### config.mk
export PLATFORM = sky130hd
export DESIGN_NAME = forward_ctrl_unit_flat
export DESIGN_NICKNAME = d
export VERILOG_FILES = /design/src/rtl/forward_pkg.sv /design/src/rtl/forward_ctrl_unit_if.sv /design/src/rtl/fwd_slot_cmp.sv /design/src/rtl/forward_ctrl_unit.sv /design/src/flat_wrapper.sv
export SDC_FILE = /design/constraint.sdc
export NUM_CORES = 1
export LEC_CHECK = 0
export ABC_AREA = 1
export ABC_CLOCK_PERIOD_IN_PS = 1900
export CORE_ASPECT_RATIO = 0.7
export CORE_MARGIN = 8
export CORE_UTILIZATION = 25
export DETAILED_ROUTE_END_ITERATION = 10
export DONT_BUFFER_PORTS = 1
export SYNTH_ARGS = -nofsm -noshare
export SYNTH_HDL_FRONTEND = slang
export SYNTH_HIERARCHICAL = 1
export SYNTH_SLANG_ARGS = --single-unit
### constraint.sdc
create_clock -name Clock -period 1.9 [get_ports Clock]
set_clock_uncertainty 0.15 [all_clocks]
set_input_delay 0.38 -clock Clock [delete_from_list [all_inputs] [get_ports Clock]]
set_output_delay 0.38 -clock Clock [all_outputs]
set_load 0.01 [all_outputs]
### src/rtl/forward_pkg.sv
// rtl/forward_pkg.sv - shared types and constants for the EX-stage forwarding unit
//
// Purpose : select encodings, shadow-slot record and slot-validity helper used by
//           forward_ctrl_unit and fwd_slot_cmp.
// Ports   : none (package).
// Config  : none here; the load-use stall option FWD_LOAD_USE_STALL_EN lives in
//           forward_ctrl_unit.
package forward_pkg;

   localparam int FWD_REG_ADDR_W = 5;
   localparam int FWD_SEL_W      = 2;

   // EX operand mux select encoding
   localparam logic [1:0] FWD_SEL_RF   = 2'd0;  // register-file read data
   localparam logic [1:0] FWD_SEL_MEM  = 2'd1;  // EX/MEM ALU result
   localparam logic [1:0] FWD_SEL_WB   = 2'd2;  // value being written back
   localparam logic [1:0] FWD_SEL_LOAD = 2'd3;  // load data currently in MEM

   // One shadow-pipeline slot: destination, writes-RF, is-load
   typedef struct packed {
      logic [FWD_REG_ADDR_W-1:0] dest;
      logic                      wr;
      logic                      rd;
   } fwd_slot_t;

   localparam fwd_slot_t FWD_SLOT_EMPTY = '0;

   // A slot can only supply a value if it writes a register other than $0
   function automatic logic slot_valid(input fwd_slot_t s);
      return s.wr && (s.dest != '0);
   endfunction

endpackage

### src/rtl/forward_ctrl_unit_if.sv
// rtl/forward_ctrl_unit_if.sv - ID-side inputs and EX-side outputs of the forwarding unit
//
// Purpose : bundles the ID-stage decode info, flush/hold controls and the
//           forwarding selects / stall into one interface.
// Modports: master - pipeline side (drives ID_*, Flush, HoldIn; reads selects, Stall)
//           slave  - forwarding unit side (the reverse)
// Signals : ID_Rs, ID_Rt, ID_UsesRs, ID_UsesRt, ID_RegDest, ID_RegWrite, ID_MemRead,
//           Flush, HoldIn, FWMuxAControl, FWMuxBControl, Stall
interface forward_ctrl_unit_if #(
   parameter int REG_ADDR_W = 5,
   parameter int SEL_W      = 2
);

   logic [REG_ADDR_W-1:0] ID_Rs;
   logic [REG_ADDR_W-1:0] ID_Rt;
   logic                  ID_UsesRs;
   logic                  ID_UsesRt;
   logic [REG_ADDR_W-1:0] ID_RegDest;
   logic                  ID_RegWrite;
   logic                  ID_MemRead;
   logic                  Flush;
   logic                  HoldIn;
   logic [SEL_W-1:0]      FWMuxAControl;
   logic [SEL_W-1:0]      FWMuxBControl;
   logic                  Stall;

   modport master (
      output ID_Rs, ID_Rt, ID_UsesRs, ID_UsesRt, ID_RegDest, ID_RegWrite, ID_MemRead,
      output Flush, HoldIn,
      input  FWMuxAControl, FWMuxBControl, Stall
   );

   modport slave (
      input  ID_Rs, ID_Rt, ID_UsesRs, ID_UsesRt, ID_RegDest, ID_RegWrite, ID_MemRead,
      input  Flush, HoldIn,
      output FWMuxAControl, FWMuxBControl, Stall
   );

endinterface

### src/rtl/fwd_slot_cmp.sv
// rtl/fwd_slot_cmp.sv - one source register against the EX/MEM shadow slots
//
// Purpose : produces the forwarding select for one EX operand.
// Ports   : src  in  source register number read by the instruction in ID
//           uses in  the instruction actually reads src
//           exs  in  shadow slot of the instruction now in EX
//           mems in  shadow slot of the instruction now in MEM
//           sel  out select (RF / MEM / WB / LOAD)
module fwd_slot_cmp
   import forward_pkg::*;
#(
   parameter int REG_ADDR_W = FWD_REG_ADDR_W,
   parameter int SEL_W      = FWD_SEL_W
) (
   input  logic [REG_ADDR_W-1:0] src,
   input  logic                  uses,
   input  fwd_slot_t             exs,
   input  fwd_slot_t             mems,
   output logic [SEL_W-1:0]      sel
);

   // Whether the MEM-slot instruction is a load does not change the select:
   // by WB its result is on the write-back path either way.
   logic unused_mem_rd;
   assign unused_mem_rd = mems.rd;

   always_comb begin
      sel = SEL_W'(FWD_SEL_RF);
      if (uses) begin
         // The nearest producer (EX) holds the newest value, so it is tested first.
         if (slot_valid(exs) && (src == exs.dest)) begin
            sel = exs.rd ? SEL_W'(FWD_SEL_LOAD) : SEL_W'(FWD_SEL_MEM);
         end else if (slot_valid(mems) && (src == mems.dest)) begin
            sel = SEL_W'(FWD_SEL_WB);
         end
      end
   end

endmodule

### src/rtl/forward_ctrl_unit.sv
// rtl/forward_ctrl_unit.sv - EX-stage forwarding selects and load-use stall for a 5-stage MIPS
//
// Purpose : shadows dest/RegWrite/MemRead of the EX and MEM instructions, compares
//           them with the sources of the ID instruction and registers the selects
//           so they line up with that instruction's EX cycle.
// Ports   : Clock  in  pipeline clock
//           Reset  in  synchronous active-high reset
//           bus    slave modport of forward_ctrl_unit_if (ID inputs, Flush, HoldIn,
//                  FWMuxAControl, FWMuxBControl, Stall)
// Config  : FWD_LOAD_USE_STALL_EN - when defined, a load in EX feeding the ID
//           instruction raises Stall for one cycle and inserts a bubble, so the
//           load data is taken from WB (select 2) and select 3 never appears.
module forward_ctrl_unit
   import forward_pkg::*;
#(
   parameter int REG_ADDR_W = FWD_REG_ADDR_W,
   parameter int SEL_W      = FWD_SEL_W
) (
   input  logic                Clock,
   input  logic                Reset,
   forward_ctrl_unit_if.slave  bus
);

   fwd_slot_t        exs_q,   exs_d;
   fwd_slot_t        mems_q,  mems_d;
   logic [SEL_W-1:0] sel_a_q, sel_a_d;
   logic [SEL_W-1:0] sel_b_q, sel_b_d;
   logic [SEL_W-1:0] sel_a_nxt;
   logic [SEL_W-1:0] sel_b_nxt;
   logic             stall;

   fwd_slot_cmp #(
      .REG_ADDR_W (REG_ADDR_W),
      .SEL_W      (SEL_W)
   ) u_cmp_a (
      .src  (bus.ID_Rs),
      .uses (bus.ID_UsesRs),
      .exs  (exs_q),
      .mems (mems_q),
      .sel  (sel_a_nxt)
   );

   fwd_slot_cmp #(
      .REG_ADDR_W (REG_ADDR_W),
      .SEL_W      (SEL_W)
   ) u_cmp_b (
      .src  (bus.ID_Rt),
      .uses (bus.ID_UsesRt),
      .exs  (exs_q),
      .mems (mems_q),
      .sel  (sel_b_nxt)
   );

`ifdef FWD_LOAD_USE_STALL_EN
   // A LOAD select can only come from a valid load in EX matching a used source,
   // which is exactly the load-use hazard.
   assign stall = ~Reset & ((sel_a_nxt == SEL_W'(FWD_SEL_LOAD)) |
                            (sel_b_nxt == SEL_W'(FWD_SEL_LOAD)));
`else
   assign stall = 1'b0;
`endif

   always_comb begin
      exs_d   = exs_q;
      mems_d  = mems_q;
      sel_a_d = sel_a_q;
      sel_b_d = sel_b_q;
      if (!bus.HoldIn) begin
         mems_d = exs_q;
         if (stall) begin
            exs_d = FWD_SLOT_EMPTY;
         end else begin
            exs_d.dest = bus.ID_RegDest;
            exs_d.wr   = bus.ID_RegWrite & ~bus.Flush;
            exs_d.rd   = bus.ID_MemRead  & ~bus.Flush;
         end
         // A squashed or bubbled instruction reaches EX as a no-op reading the RF.
         if (stall || bus.Flush) begin
            sel_a_d = SEL_W'(FWD_SEL_RF);
            sel_b_d = SEL_W'(FWD_SEL_RF);
         end else begin
            sel_a_d = sel_a_nxt;
            sel_b_d = sel_b_nxt;
         end
      end
   end

   always_ff @(posedge Clock) begin
      if (Reset) begin
         exs_q   <= FWD_SLOT_EMPTY;
         mems_q  <= FWD_SLOT_EMPTY;
         sel_a_q <= SEL_W'(FWD_SEL_RF);
         sel_b_q <= SEL_W'(FWD_SEL_RF);
      end else begin
         exs_q   <= exs_d;
         mems_q  <= mems_d;
         sel_a_q <= sel_a_d;
         sel_b_q <= sel_b_d;
      end
   end

   assign bus.FWMuxAControl = sel_a_q;
   assign bus.FWMuxBControl = sel_b_q;
   assign bus.Stall         = stall;

endmodule

### src/flat_wrapper.sv
// flat-port wrapper written by rule: the top's interface ports become plain ports
module forward_ctrl_unit_flat import forward_pkg::*;
#(
   parameter int REG_ADDR_W = FWD_REG_ADDR_W,
   parameter int SEL_W      = FWD_SEL_W
)
  (Clock, Reset, bus_ID_Rs, bus_ID_Rt, bus_ID_UsesRs, bus_ID_UsesRt, bus_ID_RegDest, bus_ID_RegWrite, bus_ID_MemRead, bus_Flush, bus_HoldIn, bus_FWMuxAControl, bus_FWMuxBControl, bus_Stall);
  forward_ctrl_unit_if #(.REG_ADDR_W(REG_ADDR_W), .SEL_W(SEL_W)) bus_i ();
  input  logic Clock;
  input  logic Reset;
  input wire logic [$bits(bus_i.ID_Rs)-1:0] bus_ID_Rs;
  input wire logic [$bits(bus_i.ID_Rt)-1:0] bus_ID_Rt;
  input wire logic [$bits(bus_i.ID_UsesRs)-1:0] bus_ID_UsesRs;
  input wire logic [$bits(bus_i.ID_UsesRt)-1:0] bus_ID_UsesRt;
  input wire logic [$bits(bus_i.ID_RegDest)-1:0] bus_ID_RegDest;
  input wire logic [$bits(bus_i.ID_RegWrite)-1:0] bus_ID_RegWrite;
  input wire logic [$bits(bus_i.ID_MemRead)-1:0] bus_ID_MemRead;
  input wire logic [$bits(bus_i.Flush)-1:0] bus_Flush;
  input wire logic [$bits(bus_i.HoldIn)-1:0] bus_HoldIn;
  output wire logic [$bits(bus_i.FWMuxAControl)-1:0] bus_FWMuxAControl;
  output wire logic [$bits(bus_i.FWMuxBControl)-1:0] bus_FWMuxBControl;
  output wire logic [$bits(bus_i.Stall)-1:0] bus_Stall;
  assign bus_i.ID_Rs = bus_ID_Rs;
  assign bus_i.ID_Rt = bus_ID_Rt;
  assign bus_i.ID_UsesRs = bus_ID_UsesRs;
  assign bus_i.ID_UsesRt = bus_ID_UsesRt;
  assign bus_i.ID_RegDest = bus_ID_RegDest;
  assign bus_i.ID_RegWrite = bus_ID_RegWrite;
  assign bus_i.ID_MemRead = bus_ID_MemRead;
  assign bus_i.Flush = bus_Flush;
  assign bus_i.HoldIn = bus_HoldIn;
  assign bus_FWMuxAControl = bus_i.FWMuxAControl;
  assign bus_FWMuxBControl = bus_i.FWMuxBControl;
  assign bus_Stall = bus_i.Stall;
  forward_ctrl_unit #(.REG_ADDR_W(REG_ADDR_W), .SEL_W(SEL_W)) u_core (.Clock(Clock), .Reset(Reset), .bus(bus_i));
endmodule
==> metrics.yaml, run 1 <==
global_routing:
  antenna_found_initial: 0
  overflow: 0
  grt_pass1_wl_mm: 5.057
  grt_start_max_net_pins: 20
  grt_pass1_vias: 996
  grt_use_total: 0.08720
drt:
  first_iter_violations: 53
  drt-wirelength-per-cell_um: 11.79
  firstDrtPassIters: 4
  antenna_left: 0
  drc: 0
  wirelength_mm: 3.278
  via_count: 1160
  viasPerCell: 4.173
setup_path:
  r2r-end: "u_core/bus.FWMuxBControl[1]$_SDFFE_PP0N_"
  worst-path-buf-inv: 1
  crit_arrival_ns: 1.71
  start_kind: "flop"
  critPathTopFamily: "simple AND/OR/NAND/NOR gates"
  worstPathMaxFanout: 10
  worstSetupPathType: "flop to flop"
  crit_top_cell: "nand2_1"
  cp-end-kind: "flop"
  reg2regPathDepth: 10
  r2r_slack_ns: 0.23
  cp_cell_sequence: "inv_1 > nand2_1 > nand2_1 > nor2_2 > nand3_2 > nor2_2 > nor2_1 > nor2_1 > nand2_1 > a21oi_1"
  cpMaxStageDelayCell: "dfxtp_1"
  critPathRequiredTime_ns: 1.93
  timing.rr.start: "u_core/exs_q[5]$_SDFFE_PP0N_"
  slowest_delay_ns: 0.54
cells_and_area:
  syn_to_final_growth_pct: 5.976
  layout.nets: 233
  seq_area_um2: 340.3
  multiInputGateArea_um2: 728.2
  drive_gt1_frac: 0.1722
  n_antenna_cell: 0
  nFillCells: 576
min_path:
  holdCritStartpoint: "Reset"
  hold_path_depth: 1
  hold_path_class: "input pin to flop"
  hold_path_end: "u_core/exs_q[6]$_SDFFE_PP0N_"
clock_tree:
  cts_resized: 0
  clock-sinks: 17
  cts_buffer_depth: 2
  htreeDepth: 1
  cts_tree: "built"
  clock_latency_ns: 0.24
  cts_made_buffers: 3
  cts-root-buf: "clkbuf_8"
  clk_pin_slew_worst_paths_ns: 0.06
  hold_buffers: 0
  postCtsSetupRepairBufs: 0
floorplanning:
  die_h_um: 75.31
  rows: 21
  fp.coreArea_mm2: 0.004808
  die_w_um: 100.7
  die_area_mm2: 0.007585
  start_util: 0.2613
  io_pins: 28
yosys:
  syn-instance-count: 211
  postSynthNetCount: 234
  syn_area_mm2: 0.001256
  syn_avg_cell_area_um2: 5.954
  yosysWarnings: 6
pwr:
  peakVddDrop_mv: 0.3068
  leakagePower_nw: 0.5395
  p_per_area_mw_per_mm2: 568.8
flow_run:
  maxCapViolCount: 0
sta:
  final.period_utilization: 0.8815
  max_freq_mhz: 597.1
  finalCriticalPeriod_ns: 1.675
  finalSetupTns_ns: 0
  drv_slew: 0
  setup_viol: 0
  grt_setup_unrepaired: "false"
  layout_setup_ws_ns: 0.2252
  hold_viol: 0
placement:
  place_ws_ns: 0.2499
  hpwlAfterDp_mm: 2.665
  numPortBuffers: 0
  place_congestion: 0.8517
status:
  outcome: "completed"
## metal layers
| metal | share of wire | global-route usage |
|---|---|---|
| met5 | 0 | 0 |
| met4 | 0.0043 | 0.02000 |
| met1 | 0.52 | 0.1308 |
| met3 | 0.15 | 0.03376 |
| met2 | 0.33 | 0.1083 |
## state kept, by name, summed over array words and instances (netlist names)
signal and count:
u_core/bus.FWMuxAControl 2, u_core/bus.FWMuxBControl 2, u_core/mems_q 6, u_core/exs_q 7
## how the worst max path moves through the flow
stage | slack [ns] | cells after the start | to | startpoint
floorplan | 0.54 | 10 | u_core/bus.FWMuxAControl[1]$_SDFFE_PP0N_ | u_core/exs_q[5]$_SDFFE_PP0N_
CTS | 0.23 | 10 | u_core/bus.FWMuxBControl[1]$_SDFFE_PP0N_ | u_core/exs_q[5]$_SDFFE_PP0N_
global placement | 0.27 | 10 | u_core/bus.FWMuxBControl[1]$_SDFFE_PP0N_ | u_core/exs_q[5]$_SDFFE_PP0N_
detailed placement | 0.25 | 10 | u_core/bus.FWMuxBControl[1]$_SDFFE_PP0N_ | u_core/exs_q[5]$_SDFFE_PP0N_
finish | 0.23 | 10 | u_core/bus.FWMuxBControl[1]$_SDFFE_PP0N_ | u_core/exs_q[5]$_SDFFE_PP0N_
global route | 0.09 | 10 | u_core/bus.FWMuxBControl[1]$_SDFFE_PP0N_ | u_core/exs_q[5]$_SDFFE_PP0N_
## cell type report
type / count / area share
Clock buffer: 4 / 0.03383
Multi-Input combinational cell: 153 / 0.5470
Tap cell: 69 / 0.06485
Inverter: 35 / 0.09868
Sequential cell: 17 / 0.2556
## layout by cell type, fill, tap and decap left out
cell and instances:
nor3b_1 2, clkbuf_1 1, nor2_2 6, dfxtp_1 17, nand3_2 2, conb_1 1
nand2_2 10, o21ai_0 4, a21oi_2 10, inv_1 31, xnor2_1 2, nor2_4 1
inv_2 4, nand4_1 2, a21oi_1 9, nand2_1 82, nor2_1 18, nand3_1 4
clkbuf_8 3
## report_power, final
part / leakage [nW] / internal, mW / switching [mW]
Sequential: 0.138 / 0.368 / 0.0219
Clock: 0.0228 / 0.148 / 0.111
Combinational: 0.378 / 0.0442 / 0.0637
## metrics by stage
step                      cell area, um2  power (mW)  utilization  instances  hold WS, ns
after global placement              1286      0.5053       0.2675        274       0.2954
after CTS                           1331      0.7691       0.2769        278      0.03101
after detailed placement            1286      0.5053       0.2675        274       0.2959
final                               1331      0.7572       0.2769        278      0.03630
after global routing                1331      0.8060       0.2769        278      0.02127
after floorplan                     1256      0.5063            -        211       0.3066
Power figures use the tool's default switching activity.
==> run 2, diff against run 1 <==
- CORE_MARGIN: 8 -> unset
==> metrics.yaml, run 2 (synthesis gave the netlist of run 1 again) <==
status:
  outcome: "completed"  # unchanged
clock_tree:
  htreeDepth: 1  # unchanged
  hold_buffers: 0  # unchanged
  cts_resized: 0  # unchanged
  cts-root-buf: "clkbuf_8"  # unchanged
  clock_latency_ns: 0.26  # was 0.24 ns
  clock-sinks: 17  # unchanged
  cts_made_buffers: 3  # unchanged
  postCtsSetupRepairBufs: 0  # unchanged
  cts_buffer_depth: 2  # unchanged
  cts_tree: "built"  # unchanged
  clk_pin_slew_worst_paths_ns: 0.07  # was 0.06 ns
cells_and_area:
  fin_util: 0.2776  # was 0.2769
  seq_area_um2: 340.3  # unchanged
  final_common_cell: "nand2_1"  # unchanged
  drive_gt1_frac: 0.1770  # was 0.1722
  largest_register_ffs: 7  # unchanged
  n_antenna_cell: 0  # unchanged
  reg_top3: "u_core/exs_q x7, u_core/mems_q x6"  # unchanged
  postLayoutCellArea_mm2: 0.001335  # was 0.001331 mm2
  nFillCells: 553  # was 576
  multiInputGateArea_um2: 728.2  # unchanged
  final_cells: 278  # unchanged
  layout_common_cells: "82 x nand2_1, 31 x inv_1, 18 x nor2_1"  # unchanged
  layout.nets: 233  # unchanged
  largest-register: "u_core/exs_q"  # unchanged
  syn_to_final_growth_pct: 6.275  # was 5.976%
pwr:
  leakagePower_nw: 0.5384  # was 0.5395 nW
  p_sw_mw: 0.2277  # was 0.1968 mW
  internal-power_mw: 0.5594  # was 0.5604 mW
  p_per_area_mw_per_mm2: 589.5  # was 568.8 mW/mm2
  clkPwrFrac: 0.366  # was 0.343
  total_power_mw: 0.7870  # was 0.7572 mW
  pwr-share-seq: 0.493  # was 0.515
  netSwitchingFraction: 0.2893  # was 0.2599
  peakVddDrop_mv: 0.3590  # was 0.3068 mV
  p_comb_frac: 0.141  # was 0.143
setup_path:
  critPathRequiredTime_ns: 1.95  # was 1.93 ns
  timing.rr.start: "u_core/exs_q[5]$_SDFFE_PP0N_"  # unchanged
  crit_arrival_ns: 1.70  # was 1.71 ns
  cp-end-kind: "flop"  # unchanged
  timing.critical_path.to: "u_core/bus.FWMuxAControl[1]$_SDFFE_PP0N_"  # was u_core/bus.FWMuxBControl[1]$_SDFFE_PP0N_
  worstSetupPathType: "flop to flop"  # unchanged
  r2r_slack_ns: 0.25  # was 0.23 ns
  worstPathMaxFanout: 10  # unchanged
  startpoint: "u_core/exs_q[5]$_SDFFE_PP0N_"  # unchanged
  r2r-end: "u_core/bus.FWMuxAControl[1]$_SDFFE_PP0N_"  # was u_core/bus.FWMuxBControl[1]$_SDFFE_PP0N_
  start_kind: "flop"  # unchanged
  reg2regPathDepth: 10  # unchanged
global_routing:
  overflow: 0  # unchanged
  antenna_found_initial: 0  # unchanged
  grt_use_total: 0.1380  # was 0.08720
  grt_start_max_net_pins: 20  # unchanged
  grt_pass1_wl_mm: 5.326  # was 5.057 mm
  grt_pass1_vias: 978  # was 996
placement:
  numPortBuffers: 0  # unchanged
  place_congestion: 0.8794  # was 0.8517
  hpwlAfterDp_mm: 2.585  # was 2.665 mm
  place_ws_ns: 0.2828  # was 0.2499 ns
  dpl_cell_area_mm2: 0.001286  # unchanged
  dp.cells: 274  # unchanged
floorplanning:
  die_area_mm2: 0.005317  # was 0.007585 mm2
  rows: 21  # unchanged
  fp.coreArea_mm2: 0.004808  # unchanged
  die_w_um: 86.73  # was 100.7 um
  io_pins: 28  # unchanged
  die_h_um: 61.31  # was 75.31 um
  start_util: 0.2613  # unchanged
sta:
  max_freq_mhz: 605.1  # was 597.1 MHz
  holdWs_ns: 0.02222  # was 0.03630 ns
  drv_slew: 0  # unchanged
  finalCriticalPeriod_ns: 1.653  # was 1.675 ns
  hold_viol: 0  # unchanged
  setup_viol: 0  # unchanged
  layout_setup_ws_ns: 0.2473  # was 0.2252 ns
  finalSetupTns_ns: 0  # unchanged
  grt_setup_unrepaired: "false"  # unchanged
  final.period_utilization: 0.8698  # was 0.8815
drt:
  wirelength_mm: 3.390  # was 3.278 mm
  wl_met3_um: 458  # was 492 um
  drc: 0  # unchanged
  firstDrtPassIters: 4  # unchanged
  antenna_left: 0  # unchanged
  wl_met1_mm: 1.770  # was 1.693 mm
  viasPerCell: 4.266  # was 4.173
  first_iter_violations: 106  # was 53
  dr_wl_met2_mm: 1.142  # was 1.078 mm
  via_count: 1186  # was 1160
  drt-wirelength-per-cell_um: 12.19  # was 11.79 um
  top_layer: "met4"  # unchanged
min_path:
  hold_path_class: "input pin to flop"  # unchanged
flow_run:
  maxCapViolCount: 0  # unchanged
## run 2: cell count changes in the layout (fill, tap and decap cells not counted)
cell	change
clkbuf_1	-1
clkinvlp_4	+1
## run 2: power groups by stage
stage                     Clock (mW)  Sequential (mW)  Combinational [mW]
after floorplan                    0            0.389               0.117
after global placement             0            0.395               0.109
after detailed placement           0            0.396               0.110
after CTS                      0.295            0.387               0.110
after global routing           0.315            0.390               0.128
final                          0.288            0.388               0.111
## run 2: per-layer routing
metal | track usage | vias up
met5 | 0 | -
met4 | 0.02857 | 0
met3 | 0.04826 | 4
met2 | 0.1757 | 55
met1 | 0.2147 | 504
li1 | - | 623
## run 2: layout make-up
cell class	instances	area share
clock inverters	1	0.005623
well taps	69	0.06467
multi-input cells	153	0.5455
flip-flops and latches	17	0.2549
clock buffers	3	0.03093
inverters	35	0.09841
## run 2: worst min-delay path by stage
| stage | end | slack (ns) | cells after the start | startpoint |
|---|---|---|---|---|
| after CTS | u_core/exs_q[1]$_SDFFE_PP0N_ | 0.02 | 1 | Reset |
| after global routing | u_core/exs_q[4]$_SDFFE_PP0N_ | 0.004 | 1 | Reset |
| final | u_core/exs_q[0]$_SDFFE_PP0N_ | 0.02 | 1 | Reset |
| after global placement | u_core/exs_q[0]$_SDFFE_PP0N_ | 0.29 | 1 | Reset |
| after floorplan | u_core/mems_q[6]$_SDFFE_PP0N_ | 0.31 | 2 | u_core/mems_q[6]$_SDFFE_PP0N_ |
| after detailed placement | u_core/exs_q[4]$_SDFFE_PP0N_ | 0.30 | 1 | Reset |
## run 2: critical path, stage by stage, from the launching register on
cell	delay, ns
dfxtp_1	0.54
inv_1	0.11
nand2_1	0.07
nand2_1	0.06
nor2_2	0.12
nand3_2	0.09
nor2_2	0.08
nor2_1	0.05
nor2_1	0.13
nand2_1	0.08
a21oi_1	0.12
==> run 3, diff against run 2 <==
- ABC_CLOCK_PERIOD_IN_PS: 1900 -> 1400
- clock period: 1.9 -> 1.4 ns (I/O delays scaled with it)
==> metrics.yaml, run 3 (synthesis gave the netlist of run 1 again) <==
drt:
  via_count: 1224  # was 1186
  first_iter_violations: 41  # was 106
  drt-wirelength-per-cell_um: 12.15  # was 12.19 um
  wirelength_mm: 3.559  # was 3.390 mm
  antenna_left: 0  # unchanged
  firstDrtPassIters: 4  # unchanged
  viasPerCell: 4.177  # was 4.266
  drc: 0  # unchanged
sta:
  setup_viol: 3  # was 0
  hold_viol: 16  # was 0
  finalSetupTns_ns: -0.1745  # was 0 ns
  finalCriticalPeriod_ns: 1.491  # was 1.653 ns
  layout_setup_ws_ns: -0.09109  # was 0.2473 ns
  grt_setup_unrepaired: "true"  # was false
  holdWs_ns: -0.06788  # was 0.02222 ns
  final.period_utilization: 1.065  # was 0.8698
  drv_slew: 0  # unchanged
  max_freq_mhz: 670.7  # was 605.1 MHz
clock_tree:
  clk_pin_slew_worst_paths_ns: 0.07  # about the same
  cts-root-buf: "clkbuf_8"  # unchanged
  clock-sinks: 17  # unchanged
  htreeDepth: 1  # unchanged
  hold_buffers: 1  # was 0
  cts_made_buffers: 3  # unchanged
  clock_latency_ns: 0.25  # was 0.26 ns
  cts_buffer_depth: 2  # unchanged
  cts_tree: "built"  # unchanged
global_routing:
  grt_use_total: 0.1456  # was 0.1380
  grt_start_max_net_pins: 20  # unchanged
  grt_pass1_vias: 1132  # was 978
  overflow: 0  # unchanged
  antenna_found_initial: 0  # unchanged
  grt_pass1_wl_mm: 5.768  # was 5.326 mm
min_path:
  hold_path_class: "input pin to flop"  # unchanged
  hold_path_depth: 1  # unchanged
setup_path:
  slowest_delay_ns: 0.40  # was 0.54 ns
  cp_cell_sequence: "inv_2 > nand2_1 > nand2_1 > nor2_2 > nand3_2 > nor2_2 > nor2_1 > nor2_1 > nand2_1 > a21oi_2"  # was inv_1 > nand2_1 > nand2_1 > nor2_2 > nand3_2 > nor2_2 > nor2_1 > nor2_1 > nand2_1 > a21oi_1
  cpMaxStageDelayCell: "dfxtp_4"  # was dfxtp_1
  worstPathMaxFanout: 7  # was 10
  critPathRequiredTime_ns: 1.43  # was 1.95 ns
  path_depth: 10  # unchanged
  critPathTopFamily: "simple AND/OR/NAND/NOR gates"  # unchanged
  crit_top_cell: "nand2_1"  # unchanged
  worst-path-buf-inv: 1  # unchanged
  reg2regPathDepth: 10  # unchanged
  start_kind: "flop"  # unchanged
  cp-end-kind: "flop"  # unchanged
  crit_arrival_ns: 1.53  # was 1.70 ns
  worstSetupPathType: "flop to flop"  # unchanged
status:
  outcome: "finished with violations"  # was completed
  violations: "negative hold slack, negative setup slack"
cells_and_area:
  largest-register: "u_core/exs_q"  # unchanged
  syn_to_final_growth_pct: 21.12  # was 6.275%
  drive_gt1_frac: 0.3393  # was 0.1770
  layout_common_cells: "75 x nand2_1, 28 x inv_1, 17 x nand2_2"  # was 82 x nand2_1, 31 x inv_1, 18 x nor2_1
  n_antenna_cell: 0  # unchanged
  final_common_cell: "nand2_1"  # unchanged
  layout.nets: 248  # was 233
  reg_top3: "u_core/exs_q x7, u_core/mems_q x6"  # unchanged
  largest_register_ffs: 7  # unchanged
placement:
  numPortBuffers: 0  # unchanged
  hpwlAfterDp_mm: 2.754  # was 2.585 mm
  place_congestion: 0.8911  # was 0.8794
floorplanning:
  io_pins: 28  # unchanged
  start_util: 0.2613  # unchanged
  die_w_um: 86.73  # unchanged
  die_area_mm2: 0.005317  # unchanged
  rows: 21  # unchanged
  fp.coreArea_mm2: 0.004808  # unchanged
  die_h_um: 61.31  # unchanged
pwr:
  p_per_area_mw_per_mm2: 712.2  # was 589.5 mW/mm2
  peakVddDrop_mv: 0.4859  # was 0.3590 mV
  leakagePower_nw: 0.6305  # was 0.5384 nW
  total_power_mw: 1.084  # was 0.7870 mW
flow_run:
  maxCapViolCount: 0  # unchanged
## run 3: metrics by stage
| step | utilization | cells | hold WS, ns | cell area [um2] | worst slack [ns] |
|---|---|---|---|---|---|
| floorplan | - | 211 | 0.2727 | 1256 | 0.04309 |
| global placement | 0.2862 | 286 | 0.1950 | 1376 | -0.09805 |
| detailed placement | 0.2862 | 286 | 0.1960 | 1376 | -0.1403 |
| CTS | 0.3073 | 293 | -0.07347 | 1478 | -0.06701 |
| global route | 0.3164 | 293 | -0.07576 | 1521 | -0.1931 |
| finish | 0.3164 | 293 | -0.06788 | 1521 | -0.09109 |
## run 3: final timing paths
path	from	to	slack, ns
setup / recovery	u_core/exs_q[4]$_SDFFE_PP0N_	u_core/bus.FWMuxAControl[1]$_SDFFE_PP0N_	-0.09
hold / removal	Reset	u_core/exs_q[3]$_SDFFE_PP0N_	-0.07
setup reg to reg	u_core/exs_q[4]$_SDFFE_PP0N_	u_core/bus.FWMuxAControl[1]$_SDFFE_PP0N_	-0.09
hold reg to reg	u_core/mems_q[6]$_SDFFE_PP0N_	u_core/mems_q[6]$_SDFFE_PP0N_	0.34
## run 3: timing repair
action,CTS,global route
pin swaps,10,14
gates resized for setup,16,16
setup buffers,2,0
hold endpoints to repair,17,16
endpoints found under the setup margin,4,4
## run 3: power breakdown
part           internal, mW  switching [mW]
Clock                 0.197           0.165
Combinational        0.0894           0.108
Sequential            0.498          0.0265
## run 3: per-layer routing
metal  track usage  part of all wire
met3       0.04826              0.11
met4       0.02857            0.0034
met2        0.2109              0.36
met5             0                 0
met1        0.2104              0.53
## run 3: cell type report
class / instances / area (um2)
clock buffers: 3 / 41.29
repair buffers: 15 / 126.4
clock inverters: 1 / 5.005
well taps: 69 / 86.33
fillers: 538 / 3287
flip-flops and latches: 17 / 357.8
multi-input cells: 153 / 773.2
inverters: 35 / 131.4
